--- config.mk ---
export PLATFORM = sky130hd
export DESIGN_NAME = lr35902_timer_flat
export DESIGN_NICKNAME = d
export VERILOG_FILES = /design/src/rtl/lr35902_timer_pkg.sv /design/src/rtl/lr35902_timer_if.sv /design/src/rtl/lr35902_timer_div.sv /design/src/rtl/lr35902_timer.sv /design/src/flat_wrapper.sv
export SDC_FILE = /design/constraint.sdc
export NUM_CORES = 1
export LEC_CHECK = 0
export ABC_AREA = 1
export ABC_CLOCK_PERIOD_IN_PS = 1300
export CAP_MARGIN = 20
export CORE_UTILIZATION = 52
export CTS_CLUSTER_SIZE = 20
export DETAILED_ROUTE_END_ITERATION = 16
export PLACE_DENSITY = 0.76
export SLEW_MARGIN = 0
export SYNTH_ARGS = -nofsm -noshare
export SYNTH_HDL_FRONTEND = slang
export SYNTH_SLANG_ARGS = --single-unit
--- constraint.sdc ---
create_clock -name clk -period 1.3 [get_ports clk]
set_input_delay 0.26 -clock clk [delete_from_list [all_inputs] [get_ports clk]]
set_output_delay 0.26 -clock clk [all_outputs]
set_load 0.05 [all_outputs]
--- src/rtl/lr35902_timer_pkg.sv ---
// Shared constants and types for the DMG timer block (DIV/TIMA/TMA/TAC at 0xff04-0xff07).
package lr35902_pkg;

    // Register index on the local address bus
    localparam logic [1:0] TIM_DIV  = 2'd0;
    localparam logic [1:0] TIM_TIMA = 2'd1;
    localparam logic [1:0] TIM_TMA  = 2'd2;
    localparam logic [1:0] TIM_TAC  = 2'd3;

    // TAC field positions
    localparam int TAC_WIDTH   = 3;
    localparam int TAC_EN_BIT  = 2;
    localparam int TAC_SEL_MSB = 1;
    localparam int TAC_SEL_LSB = 0;

    typedef enum logic [1:0] {
        IDLE,
        OVF,
        RELOAD
    } tim_state_e;

    // Divider bit that clocks TIMA for each TAC clock-select value
    function automatic logic [3:0] tap_index(input logic [1:0] sel);
        case (sel)
            2'b00:   tap_index = 4'd9;
            2'b01:   tap_index = 4'd3;
            2'b10:   tap_index = 4'd5;
            default: tap_index = 4'd7;
        endcase
    endfunction

endpackage

--- src/rtl/lr35902_timer_if.sv ---
// Register bus between the IO decoder (master) and the timer (slave).
interface lr35902_timer_if;
    logic       cs;
    logic [1:0] adr;
    logic [7:0] din;
    logic       write;
    logic [7:0] dout;
    logic       irq;

    modport master (output cs, adr, din, write, input dout, irq);
    modport slave  (input cs, adr, din, write, output dout, irq);
endinterface

--- src/rtl/lr35902_timer_div.sv ---
// Free-running 16-bit divider with clear, TAC tap mux and tick falling-edge detect.
// Build option LR35902_TIMER_GLITCH_EN: when defined, any falling edge of the tick
// (including one caused by a DIV or TAC write) clocks TIMA; otherwise only natural
// divider carries do.
module lr35902_timer_div
    import lr35902_pkg::*;
(
    input  logic                 clk,
    input  logic                 reset,
    input  logic                 clr_i,
    input  logic                 tac_wr_i,
    input  logic [TAC_WIDTH-1:0] tac_i,
    output logic [7:0]           div_hi_o,
    output logic                 fall_o
);
    logic [15:0] div_q, div_d;
    logic        tick, tick_q;

    // Divider next value: a DIV write clears and suppresses the increment
    always_comb begin
        div_d = clr_i ? 16'h0000 : div_q + 16'd1;
    end

    assign tick     = tac_i[TAC_EN_BIT] & div_q[tap_index(tac_i[TAC_SEL_MSB:TAC_SEL_LSB])];
    assign div_hi_o = div_q[15:8];

    // Divider and previous-tick registers
    always_ff @(posedge clk) begin
        if (reset) begin
            div_q  <= 16'h0000;
            tick_q <= 1'b0;
        end else begin
            div_q  <= div_d;
            tick_q <= tick;
        end
    end

`ifdef LR35902_TIMER_GLITCH_EN
    logic unused_tac_wr;
    assign unused_tac_wr = tac_wr_i;
    assign fall_o        = tick_q & ~tick;
`else
    logic wr_q;

    // Flags a tick change that was caused by a DIV/TAC write rather than a carry
    always_ff @(posedge clk) begin
        if (reset) begin
            wr_q <= 1'b0;
        end else begin
            wr_q <= clr_i | tac_wr_i;
        end
    end

    assign fall_o = tick_q & ~tick & ~wr_q;
`endif

endmodule

--- src/rtl/lr35902_timer.sv ---
// DMG timer: DIV/TIMA/TMA/TAC registers, delayed TMA reload and one-cycle irq.
// Build option LR35902_TIMER_GLITCH_EN selects hardware-accurate spurious TIMA
// increments on DIV/TAC writes (see lr35902_timer_div).
//
// state  | meaning
// IDLE   | TIMA counts on tick falling edges
// OVF    | TIMA wrapped to 0x00; delay counter runs down to the reload cycle
// RELOAD | TIMA <= TMA, irq high for this cycle only
module lr35902_timer
    import lr35902_pkg::*;
#(
    parameter int RELOAD_DELAY = 4
) (
    input  logic           clk,
    input  logic           reset,
    lr35902_timer_if.slave bus
);
    localparam logic [2:0] DLY_INIT = 3'(RELOAD_DELAY - 1);

    logic [7:0]           tima_q, tima_d;
    logic [7:0]           tma_q, tma_d;
    logic [TAC_WIDTH-1:0] tac_q, tac_d;
    logic [2:0]           dly_q, dly_d;
    tim_state_e           state_q, state_d;
    logic [7:0]           div_hi;
    logic                 fall;
    logic                 wr_en, div_wr, tima_wr, tma_wr, tac_wr;

    assign wr_en   = bus.cs & bus.write;
    assign div_wr  = wr_en & (bus.adr == TIM_DIV);
    assign tima_wr = wr_en & (bus.adr == TIM_TIMA);
    assign tma_wr  = wr_en & (bus.adr == TIM_TMA);
    assign tac_wr  = wr_en & (bus.adr == TIM_TAC);

    lr35902_timer_div u_div (
        .clk      (clk),
        .reset    (reset),
        .clr_i    (div_wr),
        .tac_wr_i (tac_wr),
        .tac_i    (tac_q),
        .div_hi_o (div_hi),
        .fall_o   (fall)
    );

    // Next-state and register update logic for the reload FSM
    always_comb begin
        state_d = state_q;
        dly_d   = dly_q;
        tima_d  = tima_q;
        tma_d   = tma_wr ? bus.din : tma_q;
        tac_d   = tac_wr ? bus.din[TAC_WIDTH-1:0] : tac_q;
        case (state_q)
            IDLE: begin
                if (tima_wr) begin
                    tima_d = bus.din;
                end else if (fall) begin
                    if (tima_q == 8'hff) begin
                        tima_d  = 8'h00;
                        state_d = OVF;
                        dly_d   = DLY_INIT;
                    end else begin
                        tima_d = tima_q + 8'd1;
                    end
                end
            end
            OVF: begin
                if (tima_wr) begin
                    tima_d  = bus.din;
                    state_d = IDLE;
                end else begin
                    if (fall) tima_d = tima_q + 8'd1;
                    if (dly_q == 3'd0) state_d = RELOAD;
                    else               dly_d   = dly_q - 3'd1;
                end
            end
            RELOAD: begin
                tima_d  = tma_d;
                state_d = IDLE;
            end
            default: state_d = IDLE;
        endcase
    end

    // State and register file
    always_ff @(posedge clk) begin
        if (reset) begin
            state_q <= IDLE;
            dly_q   <= 3'd0;
            tima_q  <= 8'h00;
            tma_q   <= 8'h00;
            tac_q   <= '0;
        end else begin
            state_q <= state_d;
            dly_q   <= dly_d;
            tima_q  <= tima_d;
            tma_q   <= tma_d;
            tac_q   <= tac_d;
        end
    end

    assign bus.irq = (state_q == RELOAD);

    // Read mux; unselected reads float high like an open bus
    always_comb begin
        bus.dout = 8'hff;
        if (bus.cs) begin
            case (bus.adr)
                TIM_DIV:  bus.dout = div_hi;
                TIM_TIMA: bus.dout = tima_q;
                TIM_TMA:  bus.dout = tma_q;
                default:  bus.dout = {5'b11111, tac_q};
            endcase
        end
    end

endmodule
--- src/flat_wrapper.sv ---
// flat-port wrapper written by rule: the top's interface ports become plain ports
module lr35902_timer_flat import lr35902_pkg::*;
#(
    parameter int RELOAD_DELAY = 4
)
  (clk, reset, bus_cs, bus_adr, bus_din, bus_write, bus_dout, bus_irq);
  lr35902_timer_if bus_i ();
  input  logic clk;
  input  logic reset;
  input wire logic [$bits(bus_i.cs)-1:0] bus_cs;
  input wire logic [$bits(bus_i.adr)-1:0] bus_adr;
  input wire logic [$bits(bus_i.din)-1:0] bus_din;
  input wire logic [$bits(bus_i.write)-1:0] bus_write;
  output wire logic [$bits(bus_i.dout)-1:0] bus_dout;
  output wire logic [$bits(bus_i.irq)-1:0] bus_irq;
  assign bus_i.cs = bus_cs;
  assign bus_i.adr = bus_adr;
  assign bus_i.din = bus_din;
  assign bus_i.write = bus_write;
  assign bus_dout = bus_i.dout;
  assign bus_irq = bus_i.irq;
  lr35902_timer #(.RELOAD_DELAY(RELOAD_DELAY)) u_core (.clk(clk), .reset(reset), .bus(bus_i));
endmodule
==> impl_metrics.toml, run 1 <==
[outcome]
status = "stopped before the end"
stop_stage = "global routing"
stop_error = "[ERROR GRT-0232] Routing congestion too high. Check the congestion heatmap in the GUI."

[clocking]
h-tree-depth = 2
cts.hold.buffers_added = 0
ctsLongestPathBuffers = 2
clock-sinks = 42
cts-root-buf = "clkbuf_8"
cts_made_buffers = 5

[logic_synthesis]
syn_avg_cell_area_um2 = 6.37
synth-seq-area-share = 0.336
yosysWarnings = 0
ys_types = 30
syn_inst = 393
synth_area_um2 = 2500
ys_seq_elements = 42
syn_nets = 415

[global_routing]
overflow = 16
grt_usage = 0.676
grt_max_degree = 15

[sta]
worst-ep-kind = "top-level output"
crit_endpoint = "bus_dout[1]"

[floorplan]
die_h_um = 71.4
start_util = 0.556
ios = 23
die_w_um = 71.4
num_rows = 24

[placement]
dp_cells = 530
place_hpwl_um = 5730
gp_congestion = 0.832
portBuffers = 22
==> synthesized netlist by cell type <==
library cell	count	area share
nor3b_1	1	0.0030
nand2_2	3	0.0075
xnor2_1	2	0.0070
a21oi_2	1	0.0035
clkbuf_1	1	0.0015
inv_2	1	0.0015
nand4_1	3	0.0075
buf_2	4	0.0080
a21oi_1	21	0.042
dfxtp_1	42	0.34
nor4_1	1	0.0025
nor2_1	55	0.082
o2111ai_1	5	0.017
or2_2	2	0.0050
o21ai_0	25	0.050
nor2_4	1	0.0045
o22ai_1	3	0.0075
xor2_1	3	0.010
inv_1	63	0.094
buf_4	1	0.0030
a211oi_1	1	0.0030
nand2_1	97	0.15
nand2_4	1	0.0045
o211ai_1	9	0.027
nor2_8	1	0.0080
ha_1	8	0.040
a22oi_1	1	0.0030
nand3_1	27	0.054
or2_0	1	0.0025
nor3_1	9	0.018
==> timing repair <==
item,4_1_cts
setup buffers,20
endpoints found under the setup margin,49
resized for setup,124
pin swaps,42
gates cloned,0
==> routing by layer <==
layer | overflow | GRT usage
met5 | 0 | 0
met4 | 11 | 0.713
met3 | 1 | 0.492
met2 | 4 | 0.910
met1 | 0 | 0.640
==> cells by family after synthesis <==
group / Yosys count / share of synthesized area
AO/OA/AOI/OAI: 66 / 0.153
adder cells (fa/ha/maj): 8 / 0.0400
flip-flops: 42 / 0.336
buffers and inverters: 70 / 0.108
XOR/XNOR: 5 / 0.0175
AND/OR/NAND/NOR: 202 / 0.345
==> stage by stage <==
stage	setup WS (ps)	hold WS [ps]	setup TNS, ps	cell area (um2)	util
global placement	-560	431	-20730	3480	0.774
detailed placement	-646	434	-22620	3480	0.774
floorplan	-125	329	-853	2660	-
CTS	-404	461	-4120	4100	0.910
==> run 2: changes to the inputs <==
ABC_CLOCK_PERIOD_IN_PS = 1700   (was 1300)
CORE_UTILIZATION = 40   (was 52)
CTS_CLUSTER_SIZE = unset   (was 20)
PLACE_DENSITY = unset   (was 0.76)
PLACE_DENSITY_LB_ADDON = 0.15   (was unset)
clock period = 1.7 ns   (was 1.3 ns; I/O delays follow)
==> run 2 against run 1 <==
Net effect: the run now ends clean; synthesized area did not move; synthesized cell count did not move.
==> impl_metrics.toml, run 2 <==
[outcome]
status = "finished, final reports clean"

[clocking]
cts.hold.buffers_added = 0
cts_tree = "done"
clk_latency_ps = 300
path_clk_slew_ps = 90
h-tree-depth = 2
ctsLongestPathBuffers = 2
cts-root-buf = "clkbuf_8"
cts_made_buffers = 5
clock-sinks = 42

[sta]
skew_ps = 5.88
slew_viol_final = 0
period_share = 0.981
fin_hold_ws_ps = 460
rsz0062_at_grt = "yes"
period_minus_slack_ps = 1670
tightest_slew_ps = 326
max_freq_mhz = 600
maxSlewHeadroom = 0.782
hold_viol_final = 0
setup_viol = 0
setup_slack_ps = 33.1

[layout]
fin_area_um2 = 3360
mostFrequentLayoutCells = "nand2_1, inv_1, nor2_1"
largestRegisters = "u_core.u_div.div_q (16), u_core.tima_q (8), u_core.tma_q (8)"
syn_to_final_growth_pct = 34.3
nets = 465
largest_register_ffs = 16
fillers = 589
layout_commonest_cell = "nand2_1"
utilization = 0.561
num_antenna_cells = 0
max_flop_register = "u_core.u_div.div_q"
layout-drive-gt1-share = 0.212

[power]
comb_power_share = 0.166
power.internal_w = 0.00161
power_w = 0.00220
power_leakage_nw = 1.47
peakVddDrop_v = 0.000514
power_frac_clock = 0.369
p_sw_frac = 0.270
power.density_nw_per_um2 = 655
switchingPower_w = 0.000595
p_seq_frac = 0.465

[logic_synthesis]
synth-edff-count = 0
synthFlopType = "dfxtp_1"
netlist.area_leader.share = 0.336
yosysWarnings = 0
synth.area.top_cells = "dfxtp_1, nand2_1, inv_1"
syn_avg_cell_area_um2 = 6.37
ys_seq_elements = 42
syn_inst = 393
synth_largest_area_cell = "dfxtp_1"
synth.most_common_cell = "nand2_1"
synth-seq-area-share = 0.336
syn_nets = 415
synth_area_um2 = 2500
netlist_top_cells_count = "nand2_1, inv_1, nor2_1"
async_flop_share = 0
ys_types = 30

[global_routing]
overflow = 0
grt_pass1_wl_um = 10700
grt_usage = 0.213
antenna_found_initial = 0
grt_pass1_vias = 2416
grt_max_degree = 15

[floorplan]
ios = 23
die_w_um = 81.1
coreArea_um2 = 5990
start_util = 0.418
num_rows = 28
die_h_um = 81.1
die-area_um2 = 6580

[routing]
wl_um = 6390
drtAntennaViolNets = 0
dr.pass1.iters = 4
num_vias = 2586
wl_per_cell_um = 12.3
drt_iter0_markers = 77
drc_errors = 0
vias_per_cell = 4.98

[hold_path]
worstHoldPathType = "reg -> reg"

[placement]
place_area_um2 = 3060
portBuffers = 22
gp_congestion = 0.858
place_ws_ps = -472
place_hpwl_um = 4960

[critical_path]
worstPathCellList = "inv_2 > o22ai_2 > a21oi_1 > o211ai_1 > clkbuf_16"
critPathKind = "reg -> out"
cpPeakStageDelay_ps = 360
cp_max_fo = 3
cp_slowest_cell = "dfxtp_2"
cp.arrival_ps = 1330
cp-start-kind = "flop"
critPathBufInv = 2
worst_ep_required_time_ps = 1360
end_kind = "primary output"
cp_top_family = "compound AO/OA/AOI/OAI gates"

[flow_run]
drv_cap = 0
[run 2: cell families after synthesis]
logic type | Yosys count | synth area share
and+or+nand+nor | 202 | 0.345
buffers and inverters | 70 | 0.108
AOI/OAI and AO/OA | 66 | 0.153
DFF | 42 | 0.336
adders and majority gates | 8 | 0.0400
xor gates and xnor gates | 5 | 0.0175
[run 2: area by class of cell]
| class | count | area [um2] | area share |
|---|---|---|---|
| multi-input cells | 281 | 1530 | 0.456 |
| inverters | 64 | 248 | 0.0737 |
| flip-flops and latches | 42 | 853 | 0.254 |
| repair buffers | 49 | 520 | 0.155 |
| clock inverters | 3 | 45.0 | 0.0134 |
| clock buffers | 5 | 68.8 | 0.0205 |
| well taps | 75 | 93.8 | 0.0279 |
[run 2: worst paths after layout]
check	start	endpoint	slack [ps]	cells past startpoint
max	u_core.tima_q[0]	bus_dout[0]	30	5
min	u_core.u_div.div_q[0]	u_core.u_div.div_q[0]	460	1
max reg2reg	u_core.tima_q[1]	u_core.dly_q[0]	100	10
min reg2reg	u_core.u_div.div_q[0]	u_core.u_div.div_q[0]	460	1
[run 2: timing repair]
action,in CTS,in global routing
gates resized for setup,34,34
setup buffers,4,0
setup endpoints to repair,9,19
pin swaps,6,8
[run 2: stage by stage]
stage / std cells / TNS (ps)
5_1_grt: 519 / -25.0
4_1_cts: 519 / -24.9
6_report: 519 / 0
2_1_floorplan: 393 / -21.7
3_5_place_dp: 509 / -8150
3_3_place_gp: 509 / -7690
[run 2: routing by layer]
metal,track usage,routed length (um),share of wire,vias to the layer above
li1,-,-,-,1363
met1,0.266,3070,0.48,1177
met2,0.370,3030,0.47,35
met3,0.0416,175,0.027,11
met4,0.0625,106,0.017,0
met5,0,0,0,-
[run 2: power groups by stage]
stage	Clock (W)	Sequential [W]	Combinational [W]
floorplan	0	0.00104	0.000172
CTS	0.000833	0.00102	0.000366
global route	0.000874	0.00103	0.000399
finish	0.000812	0.00102	0.000366
detailed placement	0	0.00105	0.000340
global placement	0	0.00105	0.000339
Note: power is estimated with default switching activity, not from simulation.
